File: src/rtl/multicycle_controller.sv
// Main control FSM for the multi-cycle RV32I datapath: sequences fetch/decode/execute/memory/writeback.
// Optional ILLEGAL_TRAP_EN: unknown opcodes and unsupported funct3 values lock the FSM in TRAP until reset.
module multicycle_controller #(
  parameter int unsigned XLEN    = 32,
  parameter int unsigned STATE_W = 4
) (
  input  logic               clk,
  input  logic               reset,
  input  logic [XLEN-1:0]    Instr,
  input  logic               N,
  input  logic               Z,
  input  logic               C,
  input  logic               V,
  output logic [2:0]         ImmSrc,
  output logic [1:0]         ALUSrcA,
  output logic [1:0]         ALUSrcB,
  output logic [1:0]         ResultSrc,
  output logic               AdrSrc,
  output logic [2:0]         ALUControl,
  output logic               IRWrite,
  output logic               PCWrite,
  output logic               RegWrite,
  output logic               MemWrite,
  output logic [STATE_W-1:0] State,
  output logic               Illegal
);

  typedef enum logic [3:0] {
    FETCH    = 4'd0,
    DECODE   = 4'd1,
    MEMADR   = 4'd2,
    MEMREAD  = 4'd3,
    MEMWB    = 4'd4,
    MEMWRITE = 4'd5,
    EXECUTER = 4'd6,
    EXECUTEI = 4'd7,
    ALUWB    = 4'd8,
    BRANCH   = 4'd9,
    JAL      = 4'd10,
    JALR1    = 4'd11,
    JALR2    = 4'd12,
    TRAP     = 4'd13
  } state_t;

  localparam logic [6:0] OP_LW     = 7'b0000011;
  localparam logic [6:0] OP_SW     = 7'b0100011;
  localparam logic [6:0] OP_R      = 7'b0110011;
  localparam logic [6:0] OP_I      = 7'b0010011;
  localparam logic [6:0] OP_BRANCH = 7'b1100011;
  localparam logic [6:0] OP_JAL    = 7'b1101111;
  localparam logic [6:0] OP_JALR   = 7'b1100111;

  state_t     state, state_next;
  logic [6:0] opcode;
  logic [2:0] funct3;
  logic [2:0] alu_funct;
  logic       taken;
  logic       unused_bits;

  assign opcode      = Instr[6:0];
  assign funct3      = Instr[14:12];
  assign unused_bits = ^{Instr[31], Instr[29:15], Instr[11:7]};
  assign State       = STATE_W'(state);

  always_ff @(posedge clk) begin
    if (reset) state <= FETCH;
    else       state <= state_next;
  end

  // Unsupported ALU funct3 values fall back to add.
  always_comb begin
    alu_funct = 3'b000;
    case (funct3)
      3'b000:  alu_funct = (state == EXECUTER && Instr[30]) ? 3'b001 : 3'b000;
      3'b010:  alu_funct = 3'b101;
      3'b100:  alu_funct = 3'b100;
      3'b110:  alu_funct = 3'b011;
      3'b111:  alu_funct = 3'b010;
      default: alu_funct = 3'b000;
    endcase
  end

  always_comb begin
    taken = 1'b0;
    case (funct3)
      3'b000:  taken = Z;
      3'b001:  taken = !Z;
      3'b100:  taken = N ^ V;
      3'b101:  taken = !(N ^ V);
      3'b110:  taken = !C;
      3'b111:  taken = C;
      default: taken = 1'b0;
    endcase
  end

  always_comb begin
    case (opcode)
      OP_SW:     ImmSrc = 3'b001;
      OP_BRANCH: ImmSrc = 3'b010;
      OP_JAL:    ImmSrc = 3'b011;
      default:   ImmSrc = 3'b000;
    endcase
  end

`ifdef ILLEGAL_TRAP_EN
  logic alu_ok, br_ok;
  assign alu_ok = (funct3 == 3'b000) || (funct3 == 3'b010) || (funct3 == 3'b100) ||
                  (funct3 == 3'b110) || (funct3 == 3'b111);
  assign br_ok  = (funct3[2:1] != 2'b01);
`endif

  always_comb begin
    state_next = state;
    ALUSrcA    = 2'b00;
    ALUSrcB    = 2'b00;
    ResultSrc  = 2'b00;
    AdrSrc     = 1'b0;
    ALUControl = 3'b000;
    IRWrite    = 1'b0;
    PCWrite    = 1'b0;
    RegWrite   = 1'b0;
    MemWrite   = 1'b0;
    Illegal    = 1'b0;
    case (state)
      FETCH: begin
        IRWrite    = 1'b1;
        ALUSrcB    = 2'b10;
        ResultSrc  = 2'b10;
        PCWrite    = 1'b1;
        state_next = DECODE;
      end
      DECODE: begin
        ALUSrcA = 2'b01;
        ALUSrcB = 2'b01;
        case (opcode)
          OP_LW, OP_SW: state_next = MEMADR;
          OP_R:         state_next = EXECUTER;
          OP_I:         state_next = EXECUTEI;
          OP_BRANCH:    state_next = BRANCH;
          OP_JAL:       state_next = JAL;
          OP_JALR:      state_next = JALR1;
`ifdef ILLEGAL_TRAP_EN
          default:      state_next = TRAP;
`else
          default:      state_next = FETCH;
`endif
        endcase
      end
      MEMADR: begin
        ALUSrcA    = 2'b10;
        ALUSrcB    = 2'b01;
        state_next = (opcode == OP_LW) ? MEMREAD : MEMWRITE;
      end
      MEMREAD: begin
        AdrSrc     = 1'b1;
        state_next = MEMWB;
      end
      MEMWB: begin
        ResultSrc  = 2'b01;
        RegWrite   = 1'b1;
        state_next = FETCH;
      end
      MEMWRITE: begin
        AdrSrc     = 1'b1;
        MemWrite   = 1'b1;
        state_next = FETCH;
      end
      EXECUTER, EXECUTEI: begin
        ALUSrcA    = 2'b10;
        ALUSrcB    = (state == EXECUTEI) ? 2'b01 : 2'b00;
        ALUControl = alu_funct;
`ifdef ILLEGAL_TRAP_EN
        state_next = alu_ok ? ALUWB : TRAP;
`else
        state_next = ALUWB;
`endif
      end
      ALUWB: begin
        RegWrite   = 1'b1;
        state_next = FETCH;
      end
      BRANCH: begin
        ALUSrcA    = 2'b10;
        ALUControl = 3'b001;
        PCWrite    = taken;
`ifdef ILLEGAL_TRAP_EN
        state_next = br_ok ? FETCH : TRAP;
`else
        state_next = FETCH;
`endif
      end
      JAL, JALR2: begin
        ALUSrcA    = 2'b01;
        ALUSrcB    = 2'b10;
        PCWrite    = 1'b1;
        state_next = ALUWB;
      end
      JALR1: begin
        ALUSrcA    = 2'b10;
        ALUSrcB    = 2'b01;
        state_next = JALR2;
      end
      TRAP: begin
`ifdef ILLEGAL_TRAP_EN
        Illegal    = 1'b1;
        state_next = TRAP;
`else
        state_next = FETCH;
`endif
      end
      default: state_next = FETCH;
    endcase
    if (reset) begin
      IRWrite  = 1'b0;
      PCWrite  = 1'b0;
      RegWrite = 1'b0;
      MemWrite = 1'b0;
      Illegal  = 1'b0;
    end
  end

endmodule

File: config.mk
export PLATFORM = sky130hd
export DESIGN_NAME = multicycle_controller
export DESIGN_NICKNAME = d
export VERILOG_FILES = /design/src/rtl/multicycle_controller.sv
export SDC_FILE = /design/constraint.sdc
export NUM_CORES = 1
export LEC_CHECK = 0
export CAP_MARGIN = 20
export CORE_UTILIZATION = 30
export DETAILED_ROUTE_END_ITERATION = 12
export GPL_TIMING_DRIVEN = 0
export PLACE_DENSITY = 0.84
export SLEW_MARGIN = 40
export SYNTH_ARGS = -nofsm -noshare
export SYNTH_HDL_FRONTEND = slang
export SYNTH_SLANG_ARGS = --single-unit
File: constraint.sdc
create_clock -name clk -period 3.2 [get_ports clk]
set_input_delay 0.64 -clock clk [delete_from_list [all_inputs] [get_ports clk]]
set_output_delay 0.64 -clock clk [all_outputs]
set_load 0.02 [all_outputs]
==> impl_metrics.tcl <==
set metrics [dict create \
    io_pins 60 \
    area_delta_synth_final_pct 71.6 \
    grt_pass1_vias 679 \
    peakVddDrop_v 0.000114 \
    diodes 0 \
    synth_top_family_by_area "simple AND/OR/NAND/NOR gates" \
    maxCapViolations 0 \
    timing.final.crit_share_pct 93.9 \
    synth_edf_count 0 \
    tns_ps 0 \
    reg2reg_from "State[0]" \
    syn_area_um2 573 \
    multi_input_area_um2 445 \
    cts_sinks 4 \
    slew_viol_final 0 \
    cp_common_cell "clkdlybuf4s50_1" \
    wire_per_inst_um 11.9 \
    synth_seq_cells 4 \
    cpPeakStageDelay_ps 660 \
    synth_top_cell_area_share_pct 14.0 \
    synthXorXnorAreaFrac_pct 12.2 \
    p_clk_share_pct 31.6 \
    holdBufCountCts 0 \
    fin_util_pct 55.7 \
    p_int_mw 0.140 \
    antenna_found_initial 0 \
    worst-path-buf-inv 2 \
    end_kind "output pin" \
    power_switching_mw 0.0716 \
    path_class "in2out" \
    reg2reg_depth 3 \
    crit_fanout 5 \
    async_flop_share_pct 0 \
    critPathRequiredTime_ps 2560 \
    grt_pass1_wl_mm 2.80 \
    chipWidth_um 45.7 \
    final_nets 166 \
    synth_adder_area_share_pct 0 \
    clockRootBuffer "clkbuf_4" \
    cpMaxStageDelayCell "clkdlybuf4s50_1" \
    seqCellArea_um2 80.1 \
    yosys.area_share.simple_pct 42.1 \
    nFillCells 186 \
    synthTopCellsByArea "dfxtp_1 14%, nor2_1 7.9%, xnor2_1 7.6%" \
    initial_core_util_pct 32.5 \
    ant_nets 0 \
    grt_overflow 0 \
    synth.avg_cell_area_um2 6.59 \
    endpoint "ALUControl[0]" \
    core.rowCount 15 \
    yosysSeqAreaShare_pct 14.0 \
    avgViaCountPerCell 5.30 \
    core-area_mm2 0.00176 \
    startpoint "Instr[14]" \
    path_delay_family "buffers and inverters" \
    drc_errors 0 \
    cp.depth 6 \
    fin_ws_ps 196 \
    rsz0062_at_grt "no" \
    cts_tree "done" \
    p_seq_share_pct 25.3 \
    leakage_nw 0.374 \
    die-height_um 45.7 \
    drt-initial-drc-count 14 \
    hold_viol_final 0 \
    place_congestion 0.740 \
    ys.flop_type "dfxtp_1" \
    synthMuxAreaShare_pct 0 \
    p_sw_share_pct 33.8 \
    final.min_clock_period_ps 3000 \
    cts_made_buffers 3 \
    netlist_instances 87 \
    r2r_slack_ps 1820 \
    hold_class "reg2reg" \
    clk_pin_slew_worst_paths_ps 40 \
    layoutNonFillerInstCount 151 \
    first_pass_iters 6 \
    die_area_mm2 0.00209 \
    dpl.hpwl_mm 1.39 \
    p_per_area_mw_per_mm2 216 \
    track_usage_pct 19.0 \
    io_buffers 35 \
    clockBufferDepth 2 \
    largest_register_ffs 4 \
    clock.fmax_mhz 333 \
    setup_violations 0 \
    final.setup_skew_ps 2.64 \
    grt_max_degree 11 \
    netlist_top_cells_count "12 x nor2_1, 7 x nand2_1, 6 x nor3_1, 5 x xnor2_1" \
    r2r-end "State[2]" \
    worstSkewPairLatency_ps 250 \
    synth_most_common_cell "nor2_1" \
    wirelength_mm 1.80 \
    h-tree-depth 1 \
    num_vias 801 \
    synth_compound_area_share_pct 22.1 \
    drive_gt1_share_pct 9.52 \
    p_comb_share_pct 43.1 \
    place_ws_ps 56.6 \
    dp.cells 148 \
    arrival_ps 2360 \
    status "completed" \
    start_kind "primary input" \
    yosys.area.top_type "dfxtp_1" \
    crit_chain "clkdlybuf4s50_1 > nor2_1 > a21oi_1 > or3_1 > o31ai_1 > clkdlybuf4s50_1" \
    yosys_warnings 0 \
    synth_cell_types 37 \
]
layout by cell type, fill, tap and decap left out, types with 2 or more instances in the layout:
master           count
dfxtp_1              4
o21ai_0              4
buf_2                2
nor2_1              12
or3_1                3
a21oi_1              4
clkbuf_1             2
xnor2_1              5
buf_4                2
xor2_1               3
nor3_1               6
and3_2               2
clkdlybuf4s50_1     34
nand2_1              7
nand3_1              4
o31ai_1              2
conb_1               2
inv_1                4
clkbuf_4             3
worst min-delay path by stage:
stage / slack (ps) / startpoint / cells after the start / endpoint
finish: 670 / State[1] / 2 / State[1]
global route: 700 / State[1] / 2 / State[1]
CTS: 670 / State[1] / 2 / State[1]
detailed placement: 660 / State[1] / 2 / State[1]
global placement: 650 / State[1] / 2 / State[1]
floorplan: 680 / State[0] / 2 / State[1]
power by group through the flow:
stage / Clock (mW) / Combinational (mW) / Sequential (mW)
6_report: 0.0671 / 0.0914 / 0.0536
5_1_grt: 0.0714 / 0.0984 / 0.0538
4_1_cts: 0.0673 / 0.0913 / 0.0535
3_5_place_dp: 0 / 0.0912 / 0.0543
3_3_place_gp: 0 / 0.0893 / 0.0542
2_1_floorplan: 0 / 0.0435 / 0.0553
metal layers:
layer | GRT usage, % | routed length, um | vias up
met1 | 20.2 | 706 | 370
met2 | 32.0 | 900 | 34
met4 | 10.0 | 45 | 0
met5 | 0 | 0 | -
met3 | 7.54 | 142 | 10
li1 | - | - | 387
kinds of logic (layout without fill, tap and decap cells):
| family | Yosys count | after routing |
|---|---|---|
| DFF | 4 | 4 |
| other | 1 | 2 |
| and+or+nand+nor | 45 | 45 |
| buffers and inverters | 11 | 49 |
| AOI/OAI and AO/OA | 18 | 18 |
| xor gates and xnor gates | 8 | 8 |
per-stage QoR:
step	hold WS (ps)	instance area (um2)	total power, mW
4_1_cts	667	981	0.212
2_1_floorplan	685	577	0.0988
5_1_grt	704	983	0.224
3_3_place_gp	650	958	0.143
3_5_place_dp	664	958	0.145
6_report	674	983	0.212
cell type report:
type / count / area share, %
timing repair buffer: 35 / 35.9
buffer: 7 / 3.69
sequential: 4 / 8.14
inverter: 4 / 1.53
multi-input combinational: 73 / 45.3
tap: 25 / 3.18
clock buffer: 3 / 2.29
repair_timing:
action / in CTS / in global routing
setup endpoints to repair: 0 / 1
endpoints found under the hold margin: 0 / 0
gates resized for setup: 0 / 1
setup buffers: 0 / 0
worst register-to-register path: stages, from the launching register on:
cell,delay [ps]
dfxtp_1,430
clkbuf_1,380
a41oi_1,210
nor4_1,270
No activity file was read; power rests on OpenSTA's default activity.
